--- config.mk ---
export PLATFORM = sky130hd
export DESIGN_NAME = mips_mc_control_flat
export DESIGN_NICKNAME = d
export VERILOG_FILES = /design/src/rtl/mips_pkg.sv /design/src/rtl/mips_mc_control_if.sv /design/src/rtl/mips_mc_decode.sv /design/src/rtl/mips_mc_control.sv /design/src/flat_wrapper.sv
export SDC_FILE = /design/constraint.sdc
export NUM_CORES = 1
export LEC_CHECK = 0
export CORE_UTILIZATION = 45
export DETAILED_ROUTE_END_ITERATION = 10
export PLACE_DENSITY = 0.84
export SETUP_SLACK_MARGIN = 0.5
export SYNTH_ARGS = -nofsm -noshare
export SYNTH_HDL_FRONTEND = slang
export SYNTH_SLANG_ARGS = --single-unit
--- constraint.sdc ---
create_clock -name clk -period 3.5 [get_ports clk]
set_input_delay 0.875 -clock clk [delete_from_list [all_inputs] [get_ports clk]]
set_output_delay 0.875 -clock clk [all_outputs]
set_load 0.05 [all_outputs]
--- src/rtl/mips_pkg.sv ---
// Shared constants for the MIPS multi-cycle control unit and the datapath ALU decoder:
// machine-cycle codes, opcode/funct values, ALU control, ALU B-source and PC-source codes.
package mips_pkg;

    typedef enum logic [3:0] {
        ST_IDLE   = 4'd0,
        ST_FETCH  = 4'd1,
        ST_DECODE = 4'd2,
        ST_EXEC   = 4'd3,
        ST_WB     = 4'd4,
        ST_DUMMY  = 4'd5
    } state_t;

    localparam logic [5:0] OP_RTYPE = 6'h00;
    localparam logic [5:0] OP_BEQ   = 6'h04;
    localparam logic [5:0] OP_BNE   = 6'h05;
    localparam logic [5:0] OP_ADDI  = 6'h08;
    localparam logic [5:0] OP_ANDI  = 6'h0C;
    localparam logic [5:0] OP_LUI   = 6'h0F;
    localparam logic [5:0] OP_LW    = 6'h23;
    localparam logic [5:0] OP_SW    = 6'h2B;

    localparam logic [5:0] FN_SLL = 6'h00;
    localparam logic [5:0] FN_ADD = 6'h20;
    localparam logic [5:0] FN_OR  = 6'h25;

    localparam logic [3:0] ALU_ADD = 4'd0;
    localparam logic [3:0] ALU_SUB = 4'd1;
    localparam logic [3:0] ALU_AND = 4'd2;
    localparam logic [3:0] ALU_OR  = 4'd3;
    localparam logic [3:0] ALU_SLL = 4'd4;
    localparam logic [3:0] ALU_LUI = 4'd5;

    localparam logic [1:0] SRCB_RT   = 2'd0;
    localparam logic [1:0] SRCB_FOUR = 2'd1;
    localparam logic [1:0] SRCB_SEXT = 2'd2;
    localparam logic [1:0] SRCB_ZEXT = 2'd3;

    localparam logic [1:0] PC_SRC_SEQ = 2'd0;
    localparam logic [1:0] PC_SRC_BR  = 2'd1;

    typedef enum logic [3:0] {
        CL_NOP   = 4'd0,
        CL_RTYPE = 4'd1,
        CL_ADDI  = 4'd2,
        CL_ANDI  = 4'd3,
        CL_LUI   = 4'd4,
        CL_LW    = 4'd5,
        CL_SW    = 4'd6,
        CL_BEQ   = 4'd7,
        CL_BNE   = 4'd8
    } instr_class_t;

endpackage

--- src/rtl/mips_mc_control_if.sv ---
// Control-unit <-> datapath bundle. slave = control unit, master = datapath (or bench).
interface mips_mc_control_if;
    logic       enable;
    logic [5:0] opcode;
    logic [5:0] funct;
    logic       alu_zero;
    logic [3:0] state_code;
    logic       ir_write;
    logic       pc_write;
    logic [1:0] pc_src;
    logic       iord;
    logic       mem_write;
    logic       mem_to_reg;
    logic       reg_dst;
    logic       reg_write;
    logic       alu_src_a;
    logic [1:0] alu_src_b;
    logic [3:0] alu_ctrl;
    logic       illegal_op;

    modport slave (
        input  enable, opcode, funct, alu_zero,
        output state_code, ir_write, pc_write, pc_src, iord, mem_write, mem_to_reg,
               reg_dst, reg_write, alu_src_a, alu_src_b, alu_ctrl, illegal_op
    );

    modport master (
        output enable, opcode, funct, alu_zero,
        input  state_code, ir_write, pc_write, pc_src, iord, mem_write, mem_to_reg,
               reg_dst, reg_write, alu_src_a, alu_src_b, alu_ctrl, illegal_op
    );
endinterface

--- src/rtl/mips_mc_decode.sv ---
// Combinational opcode/funct -> instruction class and ALU control; shared with the datapath
// ALU decoder. Anything not recognised decodes to CL_NOP.
module mips_mc_decode
    import mips_pkg::*;
(
    input  logic [5:0]   i_opcode,
    input  logic [5:0]   i_funct,
    output instr_class_t o_class,
    output logic [3:0]   o_alu_ctrl
);
    always_comb begin
        o_class    = CL_NOP;
        o_alu_ctrl = ALU_ADD;
        case (i_opcode)
            OP_RTYPE: begin
                case (i_funct)
                    FN_ADD: begin o_class = CL_RTYPE; o_alu_ctrl = ALU_ADD; end
                    FN_OR:  begin o_class = CL_RTYPE; o_alu_ctrl = ALU_OR;  end
                    FN_SLL: begin o_class = CL_RTYPE; o_alu_ctrl = ALU_SLL; end
                    default: ;
                endcase
            end
            OP_ADDI: begin o_class = CL_ADDI; o_alu_ctrl = ALU_ADD; end
            OP_ANDI: begin o_class = CL_ANDI; o_alu_ctrl = ALU_AND; end
            OP_LUI:  begin o_class = CL_LUI;  o_alu_ctrl = ALU_LUI; end
            OP_LW:   begin o_class = CL_LW;   o_alu_ctrl = ALU_ADD; end
            OP_SW:   begin o_class = CL_SW;   o_alu_ctrl = ALU_ADD; end
            OP_BEQ:  begin o_class = CL_BEQ;  o_alu_ctrl = ALU_SUB; end
            OP_BNE:  begin o_class = CL_BNE;  o_alu_ctrl = ALU_SUB; end
            default: ;
        endcase
    end
endmodule

--- src/rtl/mips_mc_control.sv ---
// Multi-cycle MIPS control FSM: IDLE -> FETCH -> DECODE -> EXEC -> WB/MEM -> DUMMY, Moore strobes.
// Optional MIPS_MC_ILLEGAL_TRAP_EN: sticky illegal_op and halt after an unknown instruction.
module mips_mc_control
    import mips_pkg::*;
#(
    parameter int DATA_WIDTH = 32,
    parameter int STEPS      = 5
) (
    input  logic             clk,
    input  logic             reset,
    mips_mc_control_if.slave bus
);
    generate
        if (STEPS != 5 || DATA_WIDTH < 16) begin : g_bad_cfg
            $error("mips_mc_control: STEPS must be 5 and DATA_WIDTH at least 16");
        end
    endgenerate

    state_t       r_state, w_next;
    instr_class_t w_class, r_class;
    logic [3:0]   w_alu_ctrl, r_alu_ctrl;
    logic         w_halt;

    mips_mc_decode u_decode (
        .i_opcode   (bus.opcode),
        .i_funct    (bus.funct),
        .o_class    (w_class),
        .o_alu_ctrl (w_alu_ctrl)
    );

    // Decode result is captured leaving DECODE so EXEC..DUMMY don't depend on the IR bus.
    always_ff @(posedge clk or negedge reset) begin
        if (!reset) begin
            r_state    <= ST_IDLE;
            r_class    <= CL_NOP;
            r_alu_ctrl <= ALU_ADD;
        end else begin
            r_state <= w_next;
            if (r_state == ST_DECODE) begin
                r_class    <= w_class;
                r_alu_ctrl <= w_alu_ctrl;
            end
        end
    end

`ifdef MIPS_MC_ILLEGAL_TRAP_EN
    logic r_illegal;
    logic w_unknown;

    assign w_unknown = (r_state == ST_DECODE) && (w_class == CL_NOP);

    always_ff @(posedge clk or negedge reset) begin
        if (!reset)         r_illegal <= 1'b0;
        else if (w_unknown) r_illegal <= 1'b1;
    end

    assign w_halt         = r_illegal;
    assign bus.illegal_op = r_illegal | w_unknown;
`else
    assign w_halt         = 1'b0;
    assign bus.illegal_op = 1'b0;
`endif

    always_comb begin
        w_next         = r_state;
        bus.ir_write   = 1'b0;
        bus.pc_write   = 1'b0;
        bus.pc_src     = PC_SRC_SEQ;
        bus.iord       = 1'b0;
        bus.mem_write  = 1'b0;
        bus.mem_to_reg = 1'b0;
        bus.reg_dst    = 1'b0;
        bus.reg_write  = 1'b0;
        bus.alu_src_a  = 1'b0;
        bus.alu_src_b  = SRCB_RT;
        bus.alu_ctrl   = ALU_ADD;

        case (r_state)
            ST_IDLE: begin
                if (bus.enable && !w_halt) w_next = ST_FETCH;
            end
            ST_FETCH: begin
                bus.ir_write  = 1'b1;
                bus.pc_write  = 1'b1;
                bus.alu_src_b = SRCB_FOUR;
                w_next        = ST_DECODE;
            end
            ST_DECODE: w_next = ST_EXEC;
            ST_EXEC: begin
                w_next = ST_WB;
                if (r_class != CL_NOP) begin
                    bus.alu_src_a = 1'b1;
                    bus.alu_ctrl  = r_alu_ctrl;
                end
                case (r_class)
                    CL_ADDI, CL_LW, CL_SW: bus.alu_src_b = SRCB_SEXT;
                    CL_ANDI, CL_LUI:       bus.alu_src_b = SRCB_ZEXT;
                    CL_BEQ, CL_BNE: begin
                        // Target was formed by the datapath in DECODE; only the select is ours.
                        if ((r_class == CL_BEQ) == bus.alu_zero) begin
                            bus.pc_write = 1'b1;
                            bus.pc_src   = PC_SRC_BR;
                        end
                    end
                    default: ;
                endcase
            end
            ST_WB: begin
                w_next = ST_DUMMY;
                case (r_class)
                    CL_RTYPE: begin bus.reg_write = 1'b1; bus.reg_dst = 1'b1; end
                    CL_ADDI, CL_ANDI, CL_LUI: bus.reg_write = 1'b1;
                    CL_SW: begin bus.mem_write = 1'b1; bus.iord = 1'b1; end
                    CL_LW: bus.iord = 1'b1;
                    default: ;
                endcase
            end
            ST_DUMMY: begin
                w_next = (bus.enable && !w_halt) ? ST_FETCH : ST_IDLE;
                if (r_class == CL_LW) begin
                    bus.reg_write  = 1'b1;
                    bus.mem_to_reg = 1'b1;
                end
            end
            default: w_next = ST_IDLE;
        endcase
    end

    assign bus.state_code = r_state;

endmodule
--- src/flat_wrapper.sv ---
// flat-port wrapper written by rule: the top's interface ports become plain ports
module mips_mc_control_flat import mips_pkg::*;
#(
    parameter int DATA_WIDTH = 32,
    parameter int STEPS      = 5
)
  (clk, reset, bus_enable, bus_opcode, bus_funct, bus_alu_zero, bus_state_code, bus_ir_write, bus_pc_write, bus_pc_src, bus_iord, bus_mem_write, bus_mem_to_reg, bus_reg_dst, bus_reg_write, bus_alu_src_a, bus_alu_src_b, bus_alu_ctrl, bus_illegal_op);
  mips_mc_control_if bus_i ();
  input  logic clk;
  input  logic reset;
  input wire logic [$bits(bus_i.enable)-1:0] bus_enable;
  input wire logic [$bits(bus_i.opcode)-1:0] bus_opcode;
  input wire logic [$bits(bus_i.funct)-1:0] bus_funct;
  input wire logic [$bits(bus_i.alu_zero)-1:0] bus_alu_zero;
  output wire logic [$bits(bus_i.state_code)-1:0] bus_state_code;
  output wire logic [$bits(bus_i.ir_write)-1:0] bus_ir_write;
  output wire logic [$bits(bus_i.pc_write)-1:0] bus_pc_write;
  output wire logic [$bits(bus_i.pc_src)-1:0] bus_pc_src;
  output wire logic [$bits(bus_i.iord)-1:0] bus_iord;
  output wire logic [$bits(bus_i.mem_write)-1:0] bus_mem_write;
  output wire logic [$bits(bus_i.mem_to_reg)-1:0] bus_mem_to_reg;
  output wire logic [$bits(bus_i.reg_dst)-1:0] bus_reg_dst;
  output wire logic [$bits(bus_i.reg_write)-1:0] bus_reg_write;
  output wire logic [$bits(bus_i.alu_src_a)-1:0] bus_alu_src_a;
  output wire logic [$bits(bus_i.alu_src_b)-1:0] bus_alu_src_b;
  output wire logic [$bits(bus_i.alu_ctrl)-1:0] bus_alu_ctrl;
  output wire logic [$bits(bus_i.illegal_op)-1:0] bus_illegal_op;
  assign bus_i.enable = bus_enable;
  assign bus_i.opcode = bus_opcode;
  assign bus_i.funct = bus_funct;
  assign bus_i.alu_zero = bus_alu_zero;
  assign bus_state_code = bus_i.state_code;
  assign bus_ir_write = bus_i.ir_write;
  assign bus_pc_write = bus_i.pc_write;
  assign bus_pc_src = bus_i.pc_src;
  assign bus_iord = bus_i.iord;
  assign bus_mem_write = bus_i.mem_write;
  assign bus_mem_to_reg = bus_i.mem_to_reg;
  assign bus_reg_dst = bus_i.reg_dst;
  assign bus_reg_write = bus_i.reg_write;
  assign bus_alu_src_a = bus_i.alu_src_a;
  assign bus_alu_src_b = bus_i.alu_src_b;
  assign bus_alu_ctrl = bus_i.alu_ctrl;
  assign bus_illegal_op = bus_i.illegal_op;
  mips_mc_control #(.DATA_WIDTH(DATA_WIDTH), .STEPS(STEPS)) u_core (.clk(clk), .reset(reset), .bus(bus_i));
endmodule
Word-level counts from Yosys, hierarchy flattened
Cells that the tools add are included.
{"block": "op_classes", "n_eq_ne": 24, "mux": 30, "n_reduce_logical": 11}
{"op": "4-bit case mux with 8 select lines", "count": 1}
{"op": "4-bit by 3-bit == test with 1-bit output, second input constant", "count": 6}
{"op": "6-bit == test, second input constant", "count": 4}
{"op": "4-bit case mux with 6 select lines", "count": 1}
{"op": "6-bit by 4-bit == test with 1-bit output, second input constant", "count": 3}
{"op": "1-bit two-way mux", "count": 17}
{"op": "4-bit by 2-bit == test with 1-bit output, second input constant", "count": 4}
{"op": "6-bit by 3-bit == test with 1-bit output, second input constant", "count": 2}
{"op": "6-bit zero test", "count": 2}
{"op": "4-bit two-way mux", "count": 3}
{"op": "3-bit case mux with 4 select lines", "count": 1}
{"op": "4-bit by 1-bit == test with 1-bit output, second input constant", "count": 2}
{"op": "2-bit case mux with 2 select lines", "count": 2}
{"op": "2-bit OR reduction", "count": 4}
{"op": "3-bit case mux with 2 select lines", "count": 1}
{"op": "3-bit OR reduction", "count": 2}
{"op": "4-bit == test, second input constant", "count": 1}
{"op": "4-bit zero test", "count": 1}
{"op": "2-bit two-way mux", "count": 2}
{"op": "1-bit case mux with 2 select lines", "count": 2}
{"op": "4-bit nonzero test", "count": 1}
{"op": "4-bit OR reduction", "count": 1}
{"op": "2-bit != test, second input constant", "count": 1}
{"op": "1-bit == test", "count": 1}
{"block": "totals", "ff_bits": 12, "input_bits": 16, "output_inout_bits": 21, "word_cells": 68}

Logic depth before layout (Yosys ltp)
{"block": "logic_depth", "ltp_word": 5, "ltp_mapped": 5, "depth_no_buf": 4}

By module
A second synthesis with hierarchy kept.
{"block": "hier_totals", "hier_cells": 111, "hier_area_um2": 929.6}
{"module": "mips_mc_control", "n_inst": 1, "cells_per_inst": 75, "area_each_um2": 684.4, "seq_area_each_um2": 275.3}
{"module": "mips_mc_decode", "n_inst": 1, "cells_per_inst": 36, "area_each_um2": 245.2, "seq_area_each_um2": 0.0}

Worst setup path before layout
No wires, ideal clock.
{"block": "synth_timing", "kind": "flip-flop to output port", "start": "register u_core.r_state[1], in the netlist u_core.bus.state_code[1]", "end": "output bus_reg_dst", "arrival_ps": 2526, "required_ps": 2625, "path_slack_ps": 99, "stages_incl_launch_ff": 5, "n_path_buf": 1, "cell_sequence": "dfrtp_1 > buf_2 > nor2_1 > nand2_1 > nor4_1"}
{"block": "synth_via", "elab_chain_cells": 2}
{"item": "start: declaration", "line_no": "mips_mc_control.sv:19", "rtl": "state_t r_state, w_next;"}
{"item": "start signal: assignment", "line_no": "mips_mc_control.sv:38", "rtl": "r_state <= w_next;"}
{"item": "4-bit by 3-bit == test with 1-bit output", "line_no": "mips_mc_control.sv:78", "rtl": "case (r_state)"}
{"item": "1-bit two-way mux", "line_no": "mips_mc_control.sv:78"}
{"item": "end: declaration", "line_no": "flat_wrapper.sv:22", "rtl": "output wire logic [$bits(bus_i.reg_dst)-1:0] bus_reg_dst;"}
Every way passes these cells.

Final worst setup path
{"block": "layout_timing", "start": "input bus_alu_zero", "end": "output bus_pc_write"}
{"block": "layout_via", "elab_chain_cells": 4}
{"item": "start: declaration", "line_no": "flat_wrapper.sv:14", "rtl": "input wire logic [$bits(bus_i.alu_zero)-1:0] bus_alu_zero;"}
{"item": "1-bit == test", "line_no": "mips_mc_control.sv:100", "rtl": "if ((r_class == CL_BEQ) == bus.alu_zero) begin"}
{"item": "1-bit two-way mux", "line_no": "mips_mc_control.sv:100"}
{"item": "1-bit two-way mux", "line_no": "mips_mc_control.sv:95", "rtl": "case (r_class)"}
{"item": "1-bit case mux with 2 select lines", "line_no": "mips_mc_control.sv:78"}
{"item": "end: declaration", "line_no": "flat_wrapper.sv:17", "rtl": "output wire logic [$bits(bus_i.pc_write)-1:0] bus_pc_write;"}
Every way passes these cells.

==> results.cfg <==
[routing]
wirelength_um = 1890
drt_iter0_drc = 12
final_antenna_net_count = 0
via_per_inst = 5.32
drc = 0
wl_per_cell_um = 11.0
vias = 915
first_pass_iters = 4

[logic_synthesis]
yosysSeqAreaShare = 0.291
synth.distinct_cells = 36
muxShareOfSynthArea = 0
syn_area_sq_um = 861
synth.area.top_cells = dfrtp_1, nor2_1, nand2b_1
synth_warnings = 0
postSynthAreaPerCell_sq_um = 7.30
synth_cells = 118
synth_top_family_by_area = simple AND/OR/NAND/NOR gates
yosysTopAreaCellShare = 0.291
synth-adder-area-share = 0
ys_ff_latch = 10
synth_compound_area_frac = 0.186
yosysTopAreaCell = dfrtp_1
yosys.area_share.simple = 0.408
synth_xor_xnor_area_share = 0.0203

[worst_hold_path]
min_path_type = flip-flop to flip-flop
hold_start = u_core.r_alu_ctrl[1]
min_delay_path_depth = 2
hold_end = u_core.r_alu_ctrl[1]

[sta]
fmax_ghz = 0.345
period_share = 0.828
setup_violations = 0
grt_setup_unrepaired = true
slew_viol_final = 0
min_period_ns = 2.90
final.setup.worst_slack_ns = 0.602
hold_viol = 0
tightest_slew_ns = 0.504
setup-tns-final_ns = 0
slew_headroom = 0.663
fin_skew_ns = 0.00796

[layout]
nets = 164
final_util = 0.719
area.sequential_sq_um = 250
syn2layout_area_growth_pct = 47.4
fillCellCount = 150
num_antenna_cells = 0
multi_input_area_sq_um = 576
drive_gt1_frac = 0.122

[setup_path]
end_kind = output pin
worst-endpoint-arrival_ns = 2.02
crit_chain = clkdlybuf4s50_1 -> inv_1 -> nor3_2 -> a31oi_1 -> a21oi_2 -> buf_12
reg2reg_to = u_core.r_class[0]
cp.required_ns = 2.62
r2r-start = u_core.bus.state_code[1]
rrSetupSlack_ns = 1.83
slowest_stage = clkdlybuf4s50_1
cp-start-kind = input pin
cp_max_fo = 2
worstSetupPathType = input pin to output pin
slowest_delay_ns = 0.45
reg2reg_depth = 3

[clocking]
clk_pin_slew_ns = 0.07
cts_tree = done
clock_path_buffers = 2
cts_buffers = 3
root_buffer = clkbuf_4
clk_latency_ns = 0.27
cts_num_sinks = 10
htreeDepth = 1
hold_buffers = 0

[job]
cap_violations = 0

[power_and_ir_drop]
leakage_nw = 0.593
power_density_nw_per_um2 = 604
vdd_drop_max_mv = 0.415

[global_route]
grt_pass1_vias = 828
antenna_found_initial = 0
grt_max_degree = 14
grt_overflow_total = 0
grt_usage = 0.202
grt_first_pass_wirelength_um = 3070

[die]
ios = 37
initial_core_util = 0.488
die_h_um = 45.7
rows = 15
core_area_sq_um = 1760
die_w_um = 45.7
die-area_sq_um = 2090

[place]
port_buffers = 32
place_ws_ns = 0.528
gp_congestion = 0.833
post-dp-hpwl_um = 1550

[run_status]
status = finished clean
==> cells in the mapped netlist <==
master    number
dfrtp_1       10
a21oi_1        8
o31a_1         1
nand4b_1       1
o31ai_1        1
a22oi_1        1
or4_4          1
nand2b_1       7
buf_1          1
and2_1         3
nor4_1         2
buf_4          4
xnor2_1        2
a22oi_2        1
or3_1          2
nor2_1        15
or2_2          1
nand3b_1       3
nor4_4         1
a211oi_1       2
or3b_1         1
or4bb_1        1
o21ai_0        2
buf_2          2
or2_1          1
nor3b_1        2
o21ai_1        4
inv_1          5
nand3_1        3
o22ai_1        2
a31oi_1        3
conb_1         1
clkbuf_1       4
a21o_1         1
nand2_1       11
nor3_1         8
==> registers in the layout, summed over array words and instances (netlist names) <==
name,cells
u_core.r_alu_ctrl,3
u_core.bus.state_code,3
u_core.r_class,4
==> worst max-delay path: cells and delay by family <==
kind / cells / cell delay (ns)
buffers and inverters: 3 / 0.66
AO/OA/AOI/OAI: 2 / 0.30
AND/OR/NAND/NOR: 1 / 0.17
==> per-stage QoR <==
stage | std cells | total power, mW | hold slack [ns] | instance area (sq um)
final | 172 | 0.766 | 0.478 | 1270
after global routing | 172 | 0.816 | 0.495 | 1270
after floorplan | 121 | 0.524 | 0.438 | 892
after CTS | 172 | 0.765 | 0.479 | 1240
after detailed placement | 168 | 0.666 | 0.464 | 1210
after global placement | 168 | 0.655 | 0.460 | 1210
==> final cells by class <==
cell class / count / share of cell area
inverter: 5 / 0.0148
tap: 25 / 0.0247
sequential: 10 / 0.197
timing repair buffer: 33 / 0.281
clock buffer: 4 / 0.0286
multi-input combinational: 95 / 0.454
==> power by group <==
part | total, mW | internal (mW) | switching (mW) | leakage (nW)
clock network | 0.102 | 0.0631 | 0.0391 | 0.0210
logic | 0.463 | 0.169 | 0.294 | 0.437
registers | 0.201 | 0.145 | 0.0552 | 0.135
total | 0.766 | 0.378 | 0.388 | 0.593
==> cell families after synthesis <==
kind of cell,after synthesis
compound gates,26
xor+xnor,2
buf+inv,16
flops,10
other cells,1
simple gates,63
==> worst max path at each step <==
stage                     depth (start not counted)               to                startpoint
final                                             6     bus_pc_write              bus_alu_zero
after floorplan                                   4  bus_alu_ctrl[0]  u_core.bus.state_code[1]
after global routing                              6     bus_pc_write              bus_alu_zero
after detailed placement                          6     bus_pc_write              bus_alu_zero
after global placement                            6     bus_pc_write              bus_alu_zero
after CTS                                         3    bus_alu_src_a  u_core.bus.state_code[2]
==> timing repair <==
item                                    CTS  global route
gates cloned                              0             0
endpoints found under the setup margin    5             8
pin swaps                                 0             0
resized for setup                         5             9
buffers inserted                          0             0
==> cells in the final DEF (no fill, tap or decap), drive strengths merged <==
| master | instances |
|---|---|
| and2 | 3 |
| dlymetal6s2s | 6 |
| nor3 | 8 |
| nand4b | 1 |
| o31a | 1 |
| inv | 5 |
| nand2b | 7 |
| o21ai | 6 |
| o22ai | 2 |
| a22oi | 2 |
| conb | 4 |
| clkdlybuf4s50 | 19 |
| nor4 | 3 |
| buf | 3 |
| or3b | 1 |
| xnor2 | 2 |
| a21oi | 8 |
| or2 | 2 |
| clkbuf | 4 |
| nand3 | 3 |
| nand2 | 11 |
| a211oi | 2 |
| a31oi | 3 |
| a21o | 1 |
| or4bb | 1 |
| dlygate4sd2 | 5 |
| nor2 | 15 |
| nand3b | 3 |
| dfrtp | 10 |
| or4 | 1 |
| or3 | 2 |
| o31ai | 1 |
| nor3b | 2 |
==> routing by layer <==
metal,track usage,part of all wire,vias up
met5,0,0,-
met4,0.0882,0.012,0
met3,0.0357,0.067,3
met2,0.380,0.52,37
met1,0.216,0.40,406
li1,-,-,469
Power figures use the tool's default switching activity.
